[src/rtl/ps2_pkg.sv]
// rtl/ps2_pkg.sv - shared PS/2 state encoding, frame constants and parity helper
package ps2_pkg;

   typedef enum logic [2:0] {
      IDLE  = 3'd0,
      SETUP = 3'd1,
      LOW   = 3'd2,
      DONE  = 3'd3,
      ABORT = 3'd4
   } ps2_state_e;

   localparam int   FRAME_BITS = 11;
   localparam logic START      = 1'b0;
   localparam logic STOP       = 1'b1;

   // Odd parity: data ones plus the parity bit add up to an odd number.
   function automatic logic odd_parity(input logic [7:0] data);
      return ~^data;
   endfunction

endpackage

[src/rtl/ps2_byte_fifo.sv]
// rtl/ps2_byte_fifo.sv - show-ahead byte FIFO shared by the PS/2 transmit and receive paths
module ps2_byte_fifo #(
   parameter int FIFO_DEPTH_LOG2 = 2
) (
   input  logic       clock,
   input  logic       reset_n,
   input  logic       push,
   input  logic [7:0] push_data,
   input  logic       pop,
   output logic [7:0] head,
   output logic       full,
   output logic       empty
);

   localparam int DEPTH = 1 << FIFO_DEPTH_LOG2;
   localparam logic [FIFO_DEPTH_LOG2-1:0] PTR_ONE  = 1;
   localparam logic [FIFO_DEPTH_LOG2:0]   CNT_ONE  = 1;
   localparam logic [FIFO_DEPTH_LOG2:0]   CNT_FULL = DEPTH[FIFO_DEPTH_LOG2:0];

   logic [7:0]                 mem [DEPTH];
   logic [FIFO_DEPTH_LOG2-1:0] wr_ptr;
   logic [FIFO_DEPTH_LOG2-1:0] rd_ptr;
   logic [FIFO_DEPTH_LOG2:0]   count;
   logic                       do_push;
   logic                       do_pop;

   // A pop frees the slot in the same cycle, so a push alongside a pop is taken even when full.
   assign do_pop  = pop && !empty;
   assign do_push = push && (!full || do_pop);
   assign full    = (count == CNT_FULL);
   assign empty   = (count == '0);
   assign head    = mem[rd_ptr];

   // Storage array; contents are only meaningful below the occupancy count, so no reset.
   always_ff @(posedge clock) begin
      if (do_push) begin
         mem[wr_ptr] <= push_data;
      end
   end

   // Read/write pointers and occupancy.
   always_ff @(posedge clock or negedge reset_n) begin
      if (!reset_n) begin
         wr_ptr <= '0;
         rd_ptr <= '0;
         count  <= '0;
      end else begin
         if (do_push) begin
            wr_ptr <= wr_ptr + PTR_ONE;
         end
         if (do_pop) begin
            rd_ptr <= rd_ptr + PTR_ONE;
         end
         case ({do_push, do_pop})
            2'b10:   count <= count + CNT_ONE;
            2'b01:   count <= count - CNT_ONE;
            default: count <= count;
         endcase
      end
   end

endmodule

[src/rtl/ps2_kbd_tx.sv]
// rtl/ps2_kbd_tx.sv - PS/2 keyboard-side byte transmitter; PS2_KBD_TX_ABORT_CNT_EN adds abort_cnt
module ps2_kbd_tx
   import ps2_pkg::*;
#(
   parameter int CLK_DIV         = 2000,
   parameter int IDLE_CYCLES     = 4000,
   parameter int FIFO_DEPTH_LOG2 = 2
) (
   input  logic       clock,
   input  logic       reset_n,
   input  logic [7:0] tx_data,
   input  logic       tx_valid,
   output logic       tx_ready,
   input  logic       ps2_clk_in,
   input  logic       ps2_dat_in,
   output logic       ps2_clk_oe,
   output logic       ps2_dat_oe,
   output logic       busy,
   output logic       sent
`ifdef PS2_KBD_TX_ABORT_CNT_EN
   ,
   output logic [7:0] abort_cnt
`endif
);

   localparam int DIV_W  = $clog2(CLK_DIV);
   localparam int IDLE_W = $clog2(IDLE_CYCLES + 1);

   localparam logic [DIV_W-1:0]  DIV_LAST  = DIV_W'(CLK_DIV - 1);
   localparam logic [DIV_W-1:0]  DIV_ONE   = 1;
   localparam logic [DIV_W-1:0]  MASK_CYC  = 2;
   localparam logic [IDLE_W-1:0] IDLE_DONE = IDLE_W'(IDLE_CYCLES);
   localparam logic [IDLE_W-1:0] IDLE_ONE  = 1;
   localparam logic [3:0]        LAST_BIT  = 4'(FRAME_BITS - 1);

   ps2_state_e              state;
   ps2_state_e              state_next;
   logic                    clk_meta;
   logic                    clk_s;
   logic                    dat_meta;
   logic                    dat_s;
   logic [DIV_W-1:0]        div_cnt;
   logic [IDLE_W-1:0]       idle_cnt;
   logic [3:0]              bit_idx;
   logic [FRAME_BITS-1:0]   frame_q;
   logic [7:0]              fifo_head;
   logic                    fifo_full;
   logic                    fifo_empty;
   logic                    fifo_push;
   logic                    fifo_pop;
   logic                    idle_ok;
   logic                    div_done;
   logic                    inhibit;

   assign tx_ready  = !fifo_full;
   assign fifo_push = tx_valid && tx_ready;

   ps2_byte_fifo #(
      .FIFO_DEPTH_LOG2 (FIFO_DEPTH_LOG2)
   ) u_fifo (
      .clock     (clock),
      .reset_n   (reset_n),
      .push      (fifo_push),
      .push_data (tx_data),
      .pop       (fifo_pop),
      .head      (fifo_head),
      .full      (fifo_full),
      .empty     (fifo_empty)
   );

   // Two-flop synchronisers for the open-collector lines; idle level is high.
   always_ff @(posedge clock or negedge reset_n) begin
      if (!reset_n) begin
         clk_meta <= 1'b1;
         clk_s    <= 1'b1;
         dat_meta <= 1'b1;
         dat_s    <= 1'b1;
      end else begin
         clk_meta <= ps2_clk_in;
         clk_s    <= clk_meta;
         dat_meta <= ps2_dat_in;
         dat_s    <= dat_meta;
      end
   end

   // The first two clocks after releasing the clock still show our own low level through
   // the synchroniser, so the host-inhibit check ignores them. The stop bit is never aborted.
   assign idle_ok  = (idle_cnt == IDLE_DONE);
   assign div_done = (div_cnt == DIV_LAST);
   assign inhibit  = !clk_s && (bit_idx != LAST_BIT) && (div_cnt >= MASK_CYC);

   // State register.
   always_ff @(posedge clock or negedge reset_n) begin
      if (!reset_n) begin
         state <= IDLE;
      end else begin
         state <= state_next;
      end
   end

   // Next-state decode.
   always_comb begin
      state_next = state;
      case (state)
         IDLE:    if (idle_ok && !fifo_empty) state_next = SETUP;
         SETUP:   if (inhibit) state_next = ABORT;
                  else if (div_done) state_next = LOW;
         LOW:     if (div_done) state_next = (bit_idx == LAST_BIT) ? DONE : SETUP;
         DONE:    state_next = IDLE;
         ABORT:   state_next = IDLE;
         default: state_next = IDLE;
      endcase
   end

   // Half-period timer, bit index, bus-idle timer and the latched frame image.
   always_ff @(posedge clock or negedge reset_n) begin
      if (!reset_n) begin
         div_cnt  <= '0;
         idle_cnt <= '0;
         bit_idx  <= '0;
         frame_q  <= '1;
      end else begin
         if ((state == SETUP || state == LOW) && state_next == state) begin
            div_cnt <= div_cnt + DIV_ONE;
         end else begin
            div_cnt <= '0;
         end

         if (state != IDLE || !(clk_s && dat_s)) begin
            idle_cnt <= '0;
         end else if (!idle_ok) begin
            idle_cnt <= idle_cnt + IDLE_ONE;
         end

         if (state == IDLE) begin
            bit_idx <= '0;
         end else if (state == LOW && div_done && bit_idx != LAST_BIT) begin
            bit_idx <= bit_idx + 4'd1;
         end

         if (state == IDLE && state_next == SETUP) begin
            frame_q <= {STOP, odd_parity(fifo_head), fifo_head, START};
         end
      end
   end

   // Line drive and status; a detected inhibit releases the data line in the same cycle.
   always_comb begin
      ps2_clk_oe = 1'b0;
      ps2_dat_oe = 1'b0;
      busy       = 1'b0;
      sent       = 1'b0;
      fifo_pop   = 1'b0;
      case (state)
         SETUP: begin
            busy       = 1'b1;
            ps2_dat_oe = !inhibit && !frame_q[bit_idx];
         end
         LOW: begin
            busy       = 1'b1;
            ps2_clk_oe = 1'b1;
            ps2_dat_oe = !frame_q[bit_idx];
         end
         DONE: begin
            busy     = 1'b1;
            sent     = 1'b1;
            fifo_pop = 1'b1;
         end
         default: begin
            busy = 1'b0;
         end
      endcase
   end

`ifdef PS2_KBD_TX_ABORT_CNT_EN
   // Saturating count of aborted frames, cleared only by reset.
   always_ff @(posedge clock or negedge reset_n) begin
      if (!reset_n) begin
         abort_cnt <= '0;
      end else if (state_next == ABORT && state != ABORT && abort_cnt != 8'hFF) begin
         abort_cnt <= abort_cnt + 8'd1;
      end
   end
`else
   // No abort statistics in this build.
`endif

endmodule
[config.mk]
export PLATFORM = sky130hd
export DESIGN_NAME = ps2_kbd_tx
export DESIGN_NICKNAME = d
export VERILOG_FILES = /design/src/rtl/ps2_pkg.sv /design/src/rtl/ps2_byte_fifo.sv /design/src/rtl/ps2_kbd_tx.sv
export SDC_FILE = /design/constraint.sdc
export NUM_CORES = 1
export LEC_CHECK = 0
export ABC_AREA = 1
export BUFFER_PORTS_ARGS = -buffer_cell sky130_fd_sc_hd__buf_2
export CAP_MARGIN = 20
export CORE_AREA = 5 5 109 111
export DETAILED_ROUTE_END_ITERATION = 10
export DIE_AREA = 0 0 114 116
export SLEW_MARGIN = 20
export SYNTH_ARGS = -nofsm -noshare
export SYNTH_HDL_FRONTEND = slang
export SYNTH_HIERARCHICAL = 1
export SYNTH_SLANG_ARGS = --single-unit
[constraint.sdc]
create_clock -name clock -period 4.7 [get_ports clock]
set_clock_uncertainty 0.2 [all_clocks]
set_input_delay 0.705 -clock clock [delete_from_list [all_inputs] [get_ports clock]]
set_output_delay 0.705 -clock clock [all_outputs]
set_load 0.005 [all_outputs]
==> results of run 1 <==
[cells by family after synthesis]
group                      after synthesis  synth area share [%]
DFF                                     83                 54.66
adders and majority gates               12                 3.822
and+or+nand+nor                        205                 22.93
buffers and inverters                   64                 7.188
xor gates and xnor gates                19                 4.034
AOI/OAI and AO/OA                       57                 7.371
[layout make-up]
| cell class | count | area (sq um) |
|---|---|---|
| clock inverter | 6 | 72.57 |
| multi-input combinational | 293 | 1574 |
| fill | 1071 | 6176 |
| tap | 140 | 175.2 |
| clock buffer | 10 | 127.6 |
| sequential | 83 | 2255 |
| inverter | 58 | 225.2 |
| timing repair buffer | 18 | 92.59 |
[sequential cells by signal, summed over array words and instances (netlist names), 2 cells and up]
signal,count
u_fifo/rd_ptr,2
u_fifo/count,3
frame_q,10
bit_idx,4
div_cnt,11
state,3
u_fifo/mem,32
u_fifo/wr_ptr,2
idle_cnt,12
[routing by layer]
metal | vias up | GRT usage, % | share of wire (%)
li1 | 1457 | - | -
met1 | 1316 | 16.02 | 50
met2 | 40 | 19.56 | 45
met3 | 10 | 3.708 | 3.6
met4 | 0 | 4.909 | 1.5
met5 | - | 0 | 0
[cell usage in the layout (no fill, tap or decap), drive strengths merged, types with 5 or more instances in the layout]
master  count
nand2      88
nor2       71
inv        60
o21ai      39
dfrtp      37
edfxtp     32
nand3      25
buf        18
a21oi      14
dfstp      14
xor2       12
ha         11
clkbuf     10
nor3        8
xnor2       7
nand4       5
[power breakdown]
| group | total, mW | switching [mW] | internal (mW) |
|---|---|---|---|
| logic | 0.245 | 0.159 | 0.0858 |
| clock network | 0.524 | 0.273 | 0.251 |
| registers | 0.877 | 0.0365 | 0.841 |
[worst reg2reg max path, cell delays in order, from the launching register on]
cell     delay, ps
dfrtp_1        460
inv_2           90
nor3_1         430
inv_1          110
nand3_2        130
nand2_4         80
nor2_1         650
[worst max-delay path by stage]
stage	from	cells past startpoint	to
after global routing	div_cnt[0]	12	ps2_dat_oe
after detailed placement	state[1]	6	u_fifo/mem[2][5]
final	bit_idx[0]	11	ps2_dat_oe
after CTS	bit_idx[0]	11	ps2_dat_oe
after floorplan	state[1]	9	u_fifo/count[1]
after global placement	div_cnt[0]	12	ps2_dat_oe
==> impl_results.md, run 1 <==
- Tightest Pin Transition: 828.7 ps
- Vias in the first global route: 2731
- Std cell rows: 38
- CP most frequent cell: nand2_1
- Critical Path Sink Type: primary output
- Setup Fix Bufs, Post-CTS: 0
- Final Instance Area: 4522 sq um
- Total power: 1.646 mW
- GRT Total Usage: 12.38%
- Fin cells: 608
- Post-Route WL: 7407 microns
- CTS tree: built
- Hold WC Path Type: reg2reg
- Ports: 18
- Global-route wire length before repair: 12920 microns
- Worst slack at placement: 2160 ps
- CTS Sinks: 83
- Share of the synthesized area in the top cell type: 23.29%
- Vias: 2823
- Critical path class: reg2out
- ANT cells: 0
- Ys flop type: dfrtp_1
- Effective utilization at floorplan: 38.56%
- H-Tree Depth: 3
- CP Data Required Time: 3800 ps
- Detailed Place HPWL: 5190 microns
- Unrepaired setup endpoints after global routing: false
- Post-place instance area: 4322 sq um
- DIE WIDTH: 114 microns
- Worst-skew pair later-pin latency: 360 ps
- Post-Syn Area: 4125 sq um
- Syn Nets: 465
- First-pass iteration count of the detailed router: 4
- Leakage: 1.939 nW
- Commonest cells post-synth: nand2_1, nor2_1, inv_1, dfrtp_1, edfxtp_1
- IO buf count: 17
- Final Hold Fails: 0
- Critical-path top delay cell: dfrtp_1
- Family with the most delay on the worst path: simple AND/OR/NAND/NOR gates
- Status: completed
- Clock period minus final worst setup slack: 2889 ps
- Clock slew at reported path FFs: 80 ps
- WP data arrival: 1980 ps
- Area leader, netlist: edfxtp_1
- Final setup fails: 0
- Synth cell types: 38
- Routability cong.: 0.8813
- Die Area: 13220 sq um
- Worst hold path startpoint: dat_meta
- Clock Tree Buf Depth: 2
- Max cap viols: 0
- Share of cells above drive strength 1: 18.16%
- CP Max Fanout: 9
- WHS: 155.5 ps
- Most common cell in the netlist: nand2_1
- Worst vdd ir: 0.2731 mV
- Hold Path Cell Cnt: 0
- Sequential share of the synthesized area: 54.66%
- Startpoint Class: register
- R2R depth: 6
- Post-synth EDFFs: 32
- Hold-fix buffer count after cts: 0
- Core outline area: 10700 sq um
- CP cell instances: inv_1 > ha_1 > nand2_2 > nand2_1 > inv_1 > nand2_1 > nand2_1 > nand2_1 > nand2_1 > nor2_1 > buf_2
- Yosys reg bits: 83
- Fin nets: 488
- Post-CTS Resized: 0
- Hold Crit Endpoint: dat_s
- Final worst setup slack: 1811 ps
- Worst R2R Setup Slack: 2180 ps
- Routed len/inst: 12.18 microns
- Placed cell count: 592
- Largest net degree at the start of global routing: 52
- Synth area leaders: edfxtp_1, dfrtp_1, dfstp_2
- DRT iter0 DRCs: 129
- Initial antenna violation count: 0
- Die Y: 116 microns
- Area added between synthesis and finish: 9.615%
- Vias per cell: 4.643
- Mean area per synthesized cell: 9.375 sq um
- Fmax: 346.1 MHz
- Clock Tree Root: clkbuf_8
- Max stage delay on crit path: 470 ps
- Final worst-path cycle share: 61.48%
- Power per Cell Area: 364.0 nW/um^2
- Yosys warning total: 6
- Total grt overflow: 0
- Worst R2R Start: state[1]
- Max Slew Vio Count: 0
- Relative slew slack: 44.55%
- CTS Buf Count: 9
- End of the worst register-to-register path: u_fifo/mem[2][0]
- Asr flop ratio synth: 61.45%
- Total negative slack: 0 ps
- Final Util: 42.27%
- Mapped Cells: 440
- DRT antenna net count: 0
- Buffers plus inverters on the worst setup path: 3
- DR DRC count: 0
(Power assumes the default switching activity.)
==> run 2, diff against run 1 <==
ABC_AREA = 0   (was 1)
CORE_AREA = 5 5 107 109   (was 5 5 109 111)
DIE_AREA = 0 0 112 114   (was 0 0 114 116)
clock period = 2.3 ns   (was 4.7 ns; I/O delays follow)
==> run 2 against run 1 <==
Hold slack got worse by 140 ps. Critical endpoint unchanged. Clock power increased by 76%. Critical path type unchanged. Largest power group unchanged. The flow now finishes with violations (setup timing). Global-route usage is 0.17 points lower. Sequential power up 100%.
==> impl_results.md, run 2 <==
- Clock period minus final worst setup slack: 2509 ps
- Unrepaired setup endpoints after global routing: true
- Max reg flops: 32
- Commonest non-fill, non-tap cell in the layout: dfrtp_1
- Syn Nets: 318
- Effective utilization at floorplan: 37.78%
- CTS Buf Count: 9
- Worst hold path startpoint: tx_data[6]
- DRT antenna net count: 0
- ANT cells: 0
- Final setup fails: 2
- Sequential share of the synthesized area: 56.79%
- Vias in the first global route: 2469
- Mean area per synthesized cell: 13.55 sq um
- CTS Sinks: 83
- Startpoint Class: register
- H-Tree Depth: 3
- Worst R2R Setup Slack: -10 ps
- Tightest Pin Transition: 536.0 ps
- Total grt overflow: 0
- Vias: 2361
- R2R depth: 11
- Largest net degree at the start of global routing: 31
- Critical-path top delay cell: or4_4
- Worst vdd ir: 0.4042 mV
- Yosys reg bits: 83
- Final worst-path cycle share: 109.1%
- CTS tree: built
- Clock slew at reported path FFs: 80 ps
- Biggest register: u_fifo/mem
- Critical path class: reg2out
- Final Instance Area: 4679 sq um
- First-pass iteration count of the detailed router: 4
- End of the worst register-to-register path: u_fifo/count[2]
- IO buf count: 17
- Fin cells: 491
- Hold Crit Endpoint: u_fifo/mem[2][6]
- Total power: 3.302 mW
- Asr flop ratio synth: 61.45%
- Synth cell types: 48
- Global-route wire length before repair: 12250 microns
- Share of cells above drive strength 1: 33.90%
- Worst slack at placement: -39.81 ps
- Routability cong.: 0.7854
- Final worst setup slack: -208.9 ps
- Failing checks: setup timing
- Post-Syn Area: 3970 sq um
- Met2 routed WL: 3304 microns
- Vias per cell: 4.809
- Top layer in use: met4
- Clock Tree Buf Depth: 2
- Std cell rows: 38
- Synth area leaders: edfxtp_1, dfrtp_1, dfstp_2
- Critical Path Sink Type: primary output
- Max cap viols: 0
- Worst-skew pair later-pin latency: 350 ps
- Detailed Place HPWL: 4954 microns
- DRT iter0 DRCs: 94
- Relative slew slack: 64.27%
- Total negative slack: -217.2 ps
- Mapped Cells: 293
- Routed length on met3: 208 microns
- Biggest regs: u_fifo/mem x32, idle_cnt x12, div_cnt x11
- DIE WIDTH: 112 microns
- Area added between synthesis and finish: 17.87%
- Status: finished with violations
- WHS: 15.72 ps
- Fmax: 398.6 MHz
- Die Area: 12770 sq um
- Routed len/inst: 14.32 microns
- Hold Path Cell Cnt: 1
- Post-place instance area: 4378 sq um
- Fin nets: 371
- Power per Cell Area: 705.6 nW/um^2
- Worst R2R Start: u_fifo/count[1]
- Share of the synthesized area in the top cell type: 24.20%
- Core outline area: 10510 sq um
- Post-Route WL: 7030 microns
- CP Data Required Time: 1750 ps
- Die Y: 114 microns
- Placed cell count: 463
- Post-Route M1 WL: 3347 microns
- Ys flop type: dfrtp_1
- Commonest cells post-synth: dfrtp_1, edfxtp_1, xnor2_1, inv_1, nor2_1
- Most frequent cells in the layout: dfrtp_1, edfxtp_1, buf_4, buf_2, xnor2_1
- Most common cell in the netlist: dfrtp_1
- Leakage: 1.854 nW
- Final Hold Fails: 0
- Hold WC Path Type: in2reg
- DR DRC count: 0
- Area leader, netlist: edfxtp_1
- Initial antenna violation count: 0
- Post-synth EDFFs: 32
- GRT Total Usage: 12.21%
- Worst setup startpoint: div_cnt[1]
- Clock Tree Root: clkbuf_8
- CP Max Fanout: 2
- WP data arrival: 1960 ps
- Max stage delay on crit path: 490 ps
- Ports: 18
- Yosys warning total: 6
- Final Util: 44.53%
- CP cell instances: buf_6 > or4_4 > nor4_4 > nor3_2 > a21oi_2 > buf_2
- Max Slew Vio Count: 0
-- run 2: cell count changes in the layout (fill, tap and decap cells not counted), moves of 17 or more --
cell / change
buf_4: +21
inv_1: -37
nand2_1: -75
nor2_1: -42
o21ai_1: -17
-- run 2: repair_timing --
item	in CTS	in global routing
gates resized for setup	3	7
hold buffers	7	0
setup buffers	5	0
endpoints found under the hold margin	25	0
endpoints found under the setup margin	2	5
pin swaps	7	6
-- run 2: cell type report --
type                    count  area [sq um]
multi-input cells         187          1635
repair buffers             50         391.6
inverters                  15         56.30
fillers                   931          5828
clock inverters             3         17.52
well taps                 140         175.2
flip-flops and latches     83          2255
clock buffers              13         148.9
-- run 2: kinds of logic after synthesis --
family / share of synthesized area [%]
simple gates: 16.11
flops: 56.79
xor+xnor: 6.398
compound gates: 4.255
buf+inv: 2.994
mux: 9.486
fa+ha+maj: 3.971
-- run 2: power by group --
part / switching (mW) / leakage, nW / internal [mW] / total, mW
combinational: 0.311 / 0.828 / 0.290 / 0.602
clock: 0.504 / 0.0834 / 0.420 / 0.924
sequential: 0.0531 / 0.942 / 1.72 / 1.78
-- run 2: metal layers --
metal	GRT usage [%]	vias to the layer above
li1	-	1163
met1	16.43	1158
met2	18.86	29
met3	2.440	11
met4	6.250	0
met5	0	-
-- run 2: how the worst max path moves through the flow --
stage / endpoint / depth (start not counted)
finish: ps2_dat_oe / 6
global route: ps2_dat_oe / 7
CTS: ps2_dat_oe / 6
detailed placement: u_fifo/count[2] / 11
global placement: u_fifo/count[2] / 11
floorplan: ps2_dat_oe / 7
-- run 2: critical path: cells and delay by family (launching register included) --
family,cells,cell delay [ps]
buffers and inverters,2,250
AOI/OAI and AO/OA,1,110
and+or+nand+nor,3,850
DFF,1,400
==> run 3, diff against run 2 <==
GPL_TIMING_DRIVEN = 0   (was unset)
clock period = 2.7 ns   (was 2.3 ns; I/O delays follow)
==> run 3 against run 2 <==
The run still ends with setup timing left. Hold slack improved by 50 ps. First-iteration DRC count is 76% higher. Non-clock buffer count shrank 11. Register-to-register slack better by 90 ps. Sequential power down 14%. Via count is 0.42% lower. Wire length down 1.9%. Setup slack gained 150 ps. Die area unchanged. Sequential share of layout area grew 1.4 points. Combinational power shrank 32%. Core utilization is 1.2 points lower. Critical path type unchanged. Critical endpoint unchanged. Largest power group unchanged.
==> impl_results.md, run 3 (same netlist as run 2, synthesis figures left out) <==
- Max reg flops: 32
- Die Area: 12770 sq um
- WP data arrival: 2160 ps
- Total power: 2.793 mW
- Biggest regs: u_fifo/mem x32, idle_cnt x12, div_cnt x11
- Final worst-path cycle share: 102.2%
- Hold WC Path Type: in2reg
- Most frequent cells in the layout: dfrtp_1, edfxtp_1, buf_2, xnor2_1
- DRT iter0 DRCs: 165
- Die Y: 114 microns
- CP Data Required Time: 2100 ps
- ANT cells: 0
- Largest net degree at the start of global routing: 52
- DIE WIDTH: 112 microns
- Power per Cell Area: 613.1 nW/um^2
- Detailed Place HPWL: 4590 microns
- Clock Tree Buf Depth: 2
- Initial antenna violation count: 0
- Vias: 2351
- CTS Buf Count: 9
- Routability cong.: 0.7713
- Worst-skew pair later-pin latency: 350 ps
- Startpoint Class: register
- Relative slew slack: 47.40%
- Sequential cell area: 2257 sq um
- Leakage: 1.795 nW
- IO buf count: 17
- Clock Tree Root: clkbuf_8
- Fmax: 362.2 MHz
- Commonest non-fill, non-tap cell in the layout: dfrtp_1
- Fin nets: 360
- Vias in the first global route: 2491
- Clock slew at reported path FFs: 80 ps
- Final setup fails: 1
- GRT Total Usage: 12.17%
- Post-Route WL: 6898 microns
- Max Slew Vio Count: 0
- Status: finished with violations
- Core outline area: 10510 sq um
- Final Hold Fails: 0
- Critical path class: reg2out
- Final worst setup slack: -60.55 ps
- Unrepaired setup endpoints after global routing: true
- Global-route wire length before repair: 12320 microns
- Effective utilization at floorplan: 37.78%
- Tightest Pin Transition: 783.0 ps
- Failing checks: setup timing
- Routed len/inst: 14.37 microns
- Footprint of the multi-input gates: 1614 sq um
- Std cell rows: 38
- Total grt overflow: 0
- Ports: 18
- Critical Path Sink Type: primary output
- Share of cells above drive strength 1: 30.00%
- Area added between synthesis and finish: 14.75%
- DRT antenna net count: 0
- Final Instance Area: 4556 sq um
- Max cap viols: 0
- CTS Sinks: 83
- Clock period minus final worst setup slack: 2761 ps
- Vias per cell: 4.898
- Worst vdd ir: 0.2172 mV
- First-pass iteration count of the detailed router: 4
- DR DRC count: 0
- CP Max Fanout: 2
- CTS tree: built
- Biggest register: u_fifo/mem
- H-Tree Depth: 3
- Fill cell count: 962
- Post-place instance area: 4233 sq um
## run 3: changes by cell type in the layout (fill, tap and decap cells not counted), sizes merged, moves of 2 or more
| cell | change |
|---|---|
| clkinv | +2 |
| buf | -8 |
| clkbuf | -2 |
| dlygate4sd3 | -4 |
## run 3: per-stage QoR
step | std cells | hold slack (ps) | setup slack [ps] | setup TNS, ps | utilization, %
after floorplan | 293 | -90.59 | 233.7 | 0 | -
after global placement | 450 | 145.7 | -10.87 | -10.87 | 40.26
after detailed placement | 450 | 146.9 | -45.07 | -45.07 | 40.28
after CTS | 480 | 47.94 | -112.5 | -112.5 | 43.36
after global routing | 480 | 50.12 | -150.7 | -170.6 | 43.36
final | 480 | 65.88 | -60.55 | -60.55 | 43.36
## run 3: layer usage
layer	global-route usage (%)	up-vias	part of all wire, %
met3	2.387	9	2.7
met1	16.43	1169	47
met2	19.26	28	49
li1	-	1145	-
met5	0	-	0
met4	5.288	0	1.8
## run 3: critical path: stages, from the launching register on
cell and delay (ps):
dfrtp_2 430, buf_6 120, or4_4 550, nor4_4 280
nor3_2 80, buf_6 140, a21oi_2 90, buf_2 120
## run 3: layout make-up
type	count	area share, %
buffer	7	1.291
clock inverter	6	1.208
timing repair buffer	32	4.642
multi-input combinational	187	35.43
sequential	83	49.55
clock buffer	10	2.801
inverter	15	1.236
tap	140	3.845
## run 3: worst paths after layout
path | start | to | slack, ps | depth (start not counted)
max | div_cnt[1] | ps2_dat_oe | -60 | 7
min | tx_data[6] | u_fifo/mem[0][6] | 70 | 1
max reg2reg | div_cnt[1] | div_cnt[10] | 80 | 11
min reg2reg | clk_meta | clk_s | 160 | 0
max in group asynchronous | reset_n | div_cnt[0] | 1430 | 2
min in group asynchronous | reset_n | div_cnt[1] | 420 | 2
## run 3: power breakdown
group          switching (mW)  leakage, nW  internal [mW]
clock network           0.435       0.0932          0.420
logic                   0.223        0.763          0.184
registers              0.0630        0.939           1.47
## run 3: repair_timing
item,4_1_cts,5_1_grt
pin swaps,5,2
gates resized for setup,7,0
hold endpoints to repair,39,0
setup endpoints to repair,1,3
hold buffers,3,0
setup buffers,12,1
